<file path="src/rtl/cdc_pkg.sv">
// Shared types for the req/ack CDC receive controller.
//   cdc_rx_state_t : receive FSM state encoding (IDLE, VALID, ACK)
package cdc_pkg;

    typedef enum logic [1:0] {
        IDLE  = 2'd0,
        VALID = 2'd1,
        ACK   = 2'd2
    } cdc_rx_state_t;

endpackage

</file>
<file path="src/rtl/sync_ff.sv">
// Two-flop synchronizer cell for bringing asynchronous levels into clk.
//   clk : destination clock
//   rst : asynchronous active-high reset, clears both stages
//   d   : asynchronous input
//   q   : synchronized output, two clk edges after d is first sampled
module sync_ff #(
    parameter int unsigned W = 1
) (
    input  logic         clk,
    input  logic         rst,
    input  logic [W-1:0] d,
    output logic [W-1:0] q
);

    logic [W-1:0] meta;

    // First stage may go metastable; second stage gives it a cycle to resolve.
    always_ff @(posedge clk or posedge rst) begin
        if (rst) begin
            meta <= '0;
            q    <= '0;
        end else begin
            meta <= d;
            q    <= meta;
        end
    end

endmodule

</file>
<file path="src/rtl/cdc_hs_rx.sv">
// Receive-side controller for a 4-phase req/ack clock-domain crossing.
// Synchronizes async_req, captures the source's held data word, offers it to
// a local consumer with valid/ready, then returns async_ack to the source.
//   clk, rst    : destination clock, asynchronous active-high reset
//   async_req   : request from source domain (asynchronous)
//   async_data  : source word, held stable from req rise to ack rise
//   async_ack   : registered acknowledge back to the source domain
//   out_valid   : captured word available to the consumer
//   out_data    : captured word, stable while out_valid
//   out_ready   : consumer accept
//   busy        : controller not idle
//   xfer_count  : completed consumer transfers, wraps
//   proto_err   : sticky, source dropped req before acknowledge
module cdc_hs_rx
    import cdc_pkg::*;
#(
    parameter int unsigned W     = 32,
    parameter int unsigned CNT_W = 16
) (
    input  logic             clk,
    input  logic             rst,
    input  logic             async_req,
    input  logic [W-1:0]     async_data,
    output logic             async_ack,
    output logic             out_valid,
    output logic [W-1:0]     out_data,
    input  logic             out_ready,
    output logic             busy,
    output logic [CNT_W-1:0] xfer_count,
    output logic             proto_err
);

    cdc_rx_state_t state;
    cdc_rx_state_t state_nxt;
    logic          req_s;
    logic          capture;
    logic          accept;
    logic          err_set;

    // async_data is not synchronized: the source holds it stable while req is up.
    sync_ff #(
        .W (1)
    ) u_req_sync (
        .clk (clk),
        .rst (rst),
        .d   (async_req),
        .q   (req_s)
    );

    // Next-state and per-cycle strobes.
    always_comb begin
        state_nxt = state;
        capture   = 1'b0;
        accept    = 1'b0;
        err_set   = 1'b0;
        case (state)
            IDLE: begin
                if (req_s) begin
                    capture   = 1'b1;
                    state_nxt = VALID;
                end
            end
            VALID: begin
                // Source must keep req up until it sees ack; flag but still deliver.
                if (!req_s) begin
                    err_set = 1'b1;
                end
                if (out_ready) begin
                    accept    = 1'b1;
                    state_nxt = ACK;
                end
            end
            ACK: begin
                if (!req_s) begin
                    state_nxt = IDLE;
                end
            end
            default: begin
                state_nxt = IDLE;
            end
        endcase
    end

    // State register; status outputs are flops decoded from the next state.
    always_ff @(posedge clk or posedge rst) begin
        if (rst) begin
            state     <= IDLE;
            async_ack <= 1'b0;
            out_valid <= 1'b0;
            busy      <= 1'b0;
        end else begin
            state     <= state_nxt;
            async_ack <= (state_nxt == ACK);
            out_valid <= (state_nxt == VALID);
            busy      <= (state_nxt != IDLE);
        end
    end

    // Data capture register.
    always_ff @(posedge clk or posedge rst) begin
        if (rst) begin
            out_data <= '0;
        end else if (capture) begin
            out_data <= async_data;
        end
    end

    // Completed-transfer counter, wraps silently.
    always_ff @(posedge clk or posedge rst) begin
        if (rst) begin
            xfer_count <= '0;
        end else if (accept) begin
            xfer_count <= xfer_count + CNT_W'(1);
        end
    end

    // Sticky protocol error flag.
    always_ff @(posedge clk or posedge rst) begin
        if (rst) begin
            proto_err <= 1'b0;
        end else if (err_set) begin
            proto_err <= 1'b1;
        end
    end

endmodule

</file>
<file path="config.mk">
export PLATFORM = sky130hd
export DESIGN_NAME = cdc_hs_rx
export DESIGN_NICKNAME = d
export VERILOG_FILES = /design/src/rtl/cdc_pkg.sv /design/src/rtl/sync_ff.sv /design/src/rtl/cdc_hs_rx.sv
export SDC_FILE = /design/constraint.sdc
export NUM_CORES = 1
export LEC_CHECK = 0
export CAP_MARGIN = 20
export CORE_ASPECT_RATIO = 0.7
export CORE_MARGIN = 1
export CORE_UTILIZATION = 46
export CTS_CLUSTER_DIAMETER = 120
export CTS_CLUSTER_SIZE = 20
export DETAILED_ROUTE_END_ITERATION = 6
export GPL_TIMING_DRIVEN = 0
export PLACE_DENSITY = 0.84
export SLEW_MARGIN = 15
export SYNTH_ARGS = -nofsm -noshare
export SYNTH_HDL_FRONTEND = slang
export SYNTH_HIERARCHICAL = 1
export SYNTH_SLANG_ARGS = --single-unit
</file>
<file path="constraint.sdc">
create_clock -name clk -period 3.2 [get_ports clk]
set_clock_uncertainty 0.15 [all_clocks]
set_input_delay 0.64 -clock clk [delete_from_list [all_inputs] [get_ports clk]]
set_output_delay 0.64 -clock clk [all_outputs]
set_load 0.01 [all_outputs]
</file>
Word level (Yosys, flattened, before mapping)
Cells that the tools add are included.
{"block": "op_classes", "addsub": 1, "n_eq_ne": 4, "n_mux": 10, "reduce_logical": 2}
{"op": "16-bit by 1-bit adder with 16-bit output (second input constant)", "n": 1}
{"op": "1-bit two-way mux", "n": 6}
{"op": "2-bit two-way mux", "n": 3}
{"op": "2-bit one-hot mux with 3 select lines", "n": 1}
{"op": "2-bit by 1-bit equality test with 1-bit output (second input constant)", "n": 2}
{"op": "2-bit equality test (second input constant)", "n": 2}
{"op": "2-bit logical NOT", "n": 1}
{"op": "2-bit nonzero test", "n": 1}
{"block": "totals", "reg_bits": 56, "out_inout_bits": 52, "word_cells": 26}

Logic depth before layout (Yosys ltp)
Gate-level depths: netlist of the first run.
{"block": "logic_depth", "ltp_word": 3, "mapped_depth": 5, "depth_no_buf": 5}

Cells and area by module
Netlist of the first run, hierarchy kept.
{"mod": "cdc_hs_rx", "instances": 1, "cells_per_inst": 143, "area_each_um2": 2157.1, "seq_area_each_um2": 1351.3}
{"mod": "sync_ff", "instances": 1, "cells_per_inst": 3, "area_each_um2": 53.8, "seq_area_each_um2": 50.0}

Least setup slack after synthesis of the first run
OpenSTA, ideal clock, no wires.
{"block": "synth_path", "path_kind": "input port to flip-flop", "from": "in out_ready", "to": "reg xfer_count[14]", "setup_ns": 0.125, "arrival_time_ns": 1.399, "required_ns": 2.925, "setup_slack_ns": 1.525, "stages": 4, "cell_sequence": "nand4b_4 nor4_4 nand3_1 xnor2_1"}
{"block": "synth_via", "elab_chain_cells": 2}
{"element": "from (decl)", "line": "cdc_hs_rx.sv:27", "rtl": "input logic out_ready,"}
{"element": "1-bit two-way mux", "line": "cdc_hs_rx.sv:68", "rtl": "if (out_ready) begin"}
{"element": "1-bit two-way mux", "line": "cdc_hs_rx.sv:56", "rtl": "case (state)"}
{"element": "to (signal assigned)", "line": "cdc_hs_rx.sv:113", "rtl": "xfer_count <= xfer_count + CNT_W'(1);"}
{"element": "to (decl)", "line": "cdc_hs_rx.sv:29", "rtl": "output logic [CNT_W-1:0] xfer_count,"}
Every way passes these cells.
A chain may end at the register's enable or synchronous reset.

Final worst setup path of the first run
{"block": "layout_path", "from": "reg xfer_count[2]", "to": "out xfer_count[2]"}
No word-level cell between the ends.

==> results of run 1 <==
-- worst register-to-register path, delay by kind of cell, from the launching register on --
family	cells	cell delay [ns]
and+or+nand+nor	1	0.37
DFF	1	0.37
buffers and inverters	2	0.44
muxes	1	0.35
-- cell usage after synthesis --
master     n
ha_1       1
nor4_4     2
nand2_1    5
and3_1     3
nor3_2     2
xor2_1     9
xnor2_1    6
nor2_1     4
a31o_2     2
mux2_2    29
inv_1      4
nand3_1    5
buf_2      1
buf_4      3
mux2_1     4
buf_6      1
o31ai_1    1
a211oi_1   2
a21oi_1    1
dfrtp_1   56
nand4b_4   1
nand4_1    3
nor3b_2    1
-- power groups by stage --
stage / logic, mW / registers (mW) / clock network (mW)
final: 1.21 / 1.13 / 0.616
after global routing: 1.30 / 1.17 / 0.661
after CTS: 1.23 / 1.13 / 0.635
after detailed placement: 1.22 / 1.14 / 0
after global placement: 1.20 / 1.13 / 0
after floorplan: 0.449 / 1.26 / 0
-- cell usage in the layout, fill, tap and decap left out, types with 2 or more instances in the layout --
master            n
dfrtp_1          56
buf_4             3
mux2_2           29
nand2_1           5
a31o_2            2
and3_1            3
clkdlybuf4s50_1  87
xor2_1            9
nor4_4            2
xnor2_1           6
mux2_1            4
nand3_1           5
a211oi_1          2
nor3_2            2
nor2_1            4
inv_1             3
bufinv_16         3
clkbuf_8          5
nand4_1           3
-- per-stage QoR --
step	total power, mW	utilization (%)
after floorplan	1.71	-
after global placement	2.33	70.3
after detailed placement	2.36	70.9
after CTS	2.99	74.5
after global routing	3.13	74.5
final	2.96	74.5
-- kinds of logic (layout without fill, tap and decap cells) --
group                      after synthesis  in the layout  share of synthesized area, %
and+or+nand+nor                         26             26                          8.83
DFF                                     56             56                          63.4
xor gates and xnor gates                15             15                          5.94
adders and majority gates                1              1                         0.566
buffers and inverters                    9            105                          2.43
muxes                                   33             33                          16.8
AOI/OAI and AO/OA                        6              6                          2.04
-- sequential cells by signal, summed over array words and instances (netlist names) --
register         cells
out_valid            1
async_ack            1
u_req_sync/meta      1
out_data            32
state                2
busy                 1
proto_err            1
xfer_count          16
u_req_sync/q         1
-- worst max-delay path by stage --
stage | startpoint | to | cells after the start | slack [ns]
finish | xfer_count[2] | xfer_count[2] | 1 | 1.07
floorplan | rst | async_ack | 1 | 1.10
global route | xfer_count[7] | xfer_count[7] | 1 | 1.00
global placement | rst | out_data[19] | 2 | 0.07
detailed placement | out_ready | xfer_count[15] | 5 | 0.78
CTS | xfer_count[2] | xfer_count[2] | 1 | 1.05
-- per-layer routing --
layer	share of wire, %	wire length, um	track usage [%]
met3	4.2	180	5.11
met5	0	0	0
met2	47	2010	30.1
met1	48	2050	25.4
met4	1.6	67	8.47
-- layout make-up --
type | instances | share of cell area [%]
buffer | 5 | 1.16
clock inverter | 3 | 2.70
tap | 55 | 2.06
inverter | 4 | 0.450
sequential | 56 | 42.0
multi-input combinational | 81 | 22.6
timing repair buffer | 88 | 26.9
clock buffer | 5 | 2.06
==> results.cfg, run 1 <==
[placed_design]
place_area_um2 = 3180
place_ws_ns = 0.781
port_buffers = 87
dp_hpwl_um = 3190
placed_cells = 289
gp_congestion = 0.729

[setup_path]
r2r-end = out_data[21]
worstPathCellList = clkdlybuf4s50_1
r2r_cells = 4
cpPeakStageDelay_ns = 0.57
crit_family = buffers and inverters
path_class = reg -> out
ff2ff_setup_slack_ns = 1.41
slowest_stage = clkdlybuf4s50_1
crit_path_start_kind = flip-flop
cp_num_buf_inv = 1
endpoint_kind = primary output
timing.rr.start = state[0]
crit_required_ns = 2.41
worstPathArrival_ns = 1.34
crit_fanout = 3

[cts]
holdBufCountCts = 0
cts_resized = 0
clkLatencyLatePin_ns = 0.31
cts_buffers = 5
cts_buffer_depth = 2
cts_tree = yes
root_buffer = clkbuf_8
h-tree-depth = 2
clkTransAtPathRegs_ns = 0.10
cts_setup_buffers = 0
cts.sinks = 56

[yosys]
yosys_warnings = 6
yosysTopAreaCellShare_pct = 63.4
synth_top_area_cell = dfrtp_1
syn-instance-count = 146
avgSynthCellArea_um2 = 15.1
ys_ff_latch = 56
syn-num-nets = 183
netlist_area_um2 = 2210
ys_top_cells_by_area = dfrtp_1 (63%), mux2_2 (15%), xor2_1 (3.6%)
yosys.cell_types.count = 23
ys_seq_area_share_pct = 63.4

[power_and_ir_drop]
leakagePower_nw = 1.47
combPwrFrac_pct = 41.0
p_seq_share_pct = 38.2
swShare_pct = 28.1
p_per_area_nw_per_um2 = 886
power.share.clock_pct = 20.8
p_sw_mw = 0.832
irDropWorstVdd_mv = 0.493
internal_power_mw = 2.12

[sta]
period_share_pct = 66.6
fin_setup_tns_ns = 0
clock.fmax_mhz = 470
layout_min_cycle_time_ns = 2.13
setup_violations = 0
worst_pin_slew_ns = 0.693
maxSlewViolCount = 0
hold_violations = 0
slew_headroom_pct = 53.7
fin_hold_ws_ns = 0.214
grt_setup_unrepaired = no
finalWorstSetupSlack_ns = 1.07

[global_route]
grt_overflow = 0
grt_max_degree = 33
grt_util_all_layers_pct = 19.1
grt_pass1_vias = 1474
grt_pass1_wl_um = 7220
antenna_found_initial = 0

[finish]
antenna_cells = 0
fin_area_um2 = 3340
nNetsFinal = 278
stdcell_count = 297
fillers = 303
seq_area_um2 = 1400
multi_input_area_um2 = 756
area_growth_pct = 50.9
drive_above_1_share_pct = 21.5

[route]
via_count = 1457
first_pass_iters = 6
wl_per_cell_um = 14.5
wirelength_um = 4310
ant_nets = 0
drc = 5
vias_per_cell = 4.91
drt_iter0_drc = 55

[min_path]
hp-class = reg -> reg
min_path_cells = 0
holdPathEnd = u_req_sync/q
hp-start = u_req_sync/meta

[floorplanning]
dieHeight_um = 60.0
coreArea_um2 = 4480
start_util_pct = 49.4
row_count = 20
dieArea_um2 = 5090
io_pins = 88
die_x_um = 84.9

[status]
violations = design-rule violations
outcome = finished with violations

[job]
drv_cap = 0
Power figures use the tool's default switching activity.
==> run 2, diff against run 1 <==
--- a/config.mk
+++ b/config.mk
@@ -8,12 +8,12 @@
 export CAP_MARGIN = 20
 export CORE_ASPECT_RATIO = 0.7
 export CORE_MARGIN = 1
-export CORE_UTILIZATION = 46
+export CORE_UTILIZATION = 43
 export CTS_CLUSTER_DIAMETER = 120
 export CTS_CLUSTER_SIZE = 20
 export DETAILED_ROUTE_END_ITERATION = 6
 export GPL_TIMING_DRIVEN = 0
-export PLACE_DENSITY = 0.84
+export PLACE_DENSITY = 0.79
 export SLEW_MARGIN = 15
 export SYNTH_ARGS = -nofsm -noshare
 export SYNTH_HDL_FRONTEND = slang
==> constraint.sdc (replaced) <==
create_clock -name clk -period 2.1 [get_ports clk]
set_clock_uncertainty 0.15 [all_clocks]
set_input_delay 0.42 -clock clk [delete_from_list [all_inputs] [get_ports clk]]
set_output_delay 0.42 -clock clk [all_outputs]
set_load 0.01 [all_outputs]
==> run 2 against run 1 <==
- the run now ends clean
- critical path type unchanged
- hold slack worse by 0.046 ns
- die area is 6.8% higher
- non-clock buffer count is the same
==> results.cfg, run 2 (synthesis results as in run 1) <==
[status]
outcome = finished, final reports clean

[power_and_ir_drop]
p_sw_mw = 1.26
combPwrFrac_pct = 44.7
swShare_pct = 30.2
p_per_area_nw_per_um2 = 1270
internal_power_mw = 2.91
irDropWorstVdd_mv = 0.696
power.share.clock_pct = 14.0
leakagePower_nw = 1.44
p_seq_share_pct = 41.4

[finish]
area_growth_pct = 48.3
multi_input_area_um2 = 756
mostFrequentLayoutCells = clkdlybuf4s50_1 (87), dfrtp_1 (56), mux2_2 (29), xor2_1 (9)
fin_area_um2 = 3280
stdcell_count = 311
antenna_cells = 0
fillers = 357
max_flop_register = out_data
seq_area_um2 = 1400
largest_register_ffs = 32
drive_above_1_share_pct = 20.7
nNetsFinal = 278
layout_commonest_cell = clkdlybuf4s50_1
largest_registers = out_data (32), xfer_count (16), state (2)

[global_route]
grt_overflow = 0
grt_util_all_layers_pct = 16.9
grt_pass1_wl_um = 6730
grt_pass1_vias = 1372
grt_max_degree = 34
antenna_found_initial = 0

[job]
drv_cap = 0

[sta]
grt_setup_unrepaired = no
worst_pin_slew_ns = 0.479
slew_headroom_pct = 68.0
layout_min_cycle_time_ns = 1.91
setup_violations = 0
maxSlewViolCount = 0
hold_violations = 0
clock.fmax_mhz = 524
period_share_pct = 90.9

[setup_path]
r2r_cells = 4
crit_path_start_kind = flip-flop
cp_num_buf_inv = 1
r2r-end = out_data[5]
slowest_stage = clkdlybuf4s50_1
crit_fanout = 3
worstPathArrival_ns = 1.34
crit_family = buffers and inverters
worstPathCellList = clkdlybuf4s50_1
cpPeakStageDelay_ns = 0.58
endpoint_kind = primary output
ff2ff_setup_slack_ns = 0.24
timing.rr.start = state[0]
crit_required_ns = 1.53
path_class = reg -> out

[route]
vias_per_cell = 4.76
drc = 0
ant_nets = 0
drt_iter0_drc = 36
via_count = 1479
wirelength_um = 4380
wl_per_cell_um = 14.1
first_pass_iters = 4

[cts]
cts_resized = 0
clkLatencyLatePin_ns = 0.30
cts_tree = yes
h-tree-depth = 2
cts_setup_buffers = 0
cts_buffers = 5
holdBufCountCts = 0
cts.sinks = 56
cts_buffer_depth = 2
root_buffer = clkbuf_8
clkTransAtPathRegs_ns = 0.09

[placed_design]
gp_congestion = 0.687
place_area_um2 = 3190
dp_hpwl_um = 3340
placed_cells = 303
port_buffers = 87

[min_path]
hp-class = in -> async

[floorplanning]
die_x_um = 87.7
coreArea_um2 = 4860
start_util_pct = 45.5
dieArea_um2 = 5440
row_count = 21
dieHeight_um = 62.0
io_pins = 88
## run 2: cell types whose count changed in the layout (fill, tap and decap cells not counted), sizes merged
cell / previous run / this run
bufinv: 3 / 0
clkbuf: 5 / 8
## run 2: per-stage QoR
stage               setup WS [ns]  total power, mW  hold WS (ns)  util [%]  setup TNS (ns)
floorplan                   0.215             2.60        0.0112         -               0
global placement           -0.835             3.56         0.185      65.2          -45.10
detailed placement         -0.125             3.62         0.188      65.6          -0.422
CTS                         0.173             4.22         0.161      67.4               0
global route                0.105             4.43         0.160      67.4               0
finish                      0.191             4.17         0.168      67.4               0
## run 2: worst max path at each step
stage | from | endpoint | slack, ns | depth (start not counted)
after global routing | xfer_count[2] | xfer_count[2] | 0.10 | 1
final | xfer_count[2] | xfer_count[2] | 0.19 | 1
after global placement | rst | xfer_count[13] | -0.83 | 2
after floorplan | rst | async_ack | 0.22 | 1
after detailed placement | out_ready | xfer_count[14] | -0.13 | 5
after CTS | xfer_count[2] | xfer_count[2] | 0.17 | 1
## run 2: worst register-to-register path, delay by kind of cell (launching register included)
family	cells	cell delay, ns
buf+inv	2	0.46
simple gates	1	0.42
flops	1	0.36
mux	1	0.36
## run 2: area by class of cell
cell class | count | area share, %
clock buffer | 8 | 2.75
buffer | 5 | 1.18
inverter | 4 | 0.458
multi-input combinational | 81 | 23.1
tap | 69 | 2.63
timing repair buffer | 88 | 27.2
sequential | 56 | 42.7
## run 2: metal layers
layer	vias up	part of all wire, %	track usage (%)
met5	-	0	0
met4	0	0.84	5.62
met3	5	9.9	8.06
met2	53	43	24.6
met1	722	46	22.5
li1	699	-	-
## run 2: power by group through the flow
stage | Combinational (mW) | Sequential [mW] | Clock [mW]
2_1_floorplan | 0.685 | 1.92 | 0
3_3_place_gp | 1.84 | 1.72 | 0
3_5_place_dp | 1.88 | 1.75 | 0
4_1_cts | 1.88 | 1.73 | 0.609
5_1_grt | 2.00 | 1.78 | 0.646
6_report | 1.86 | 1.72 | 0.582
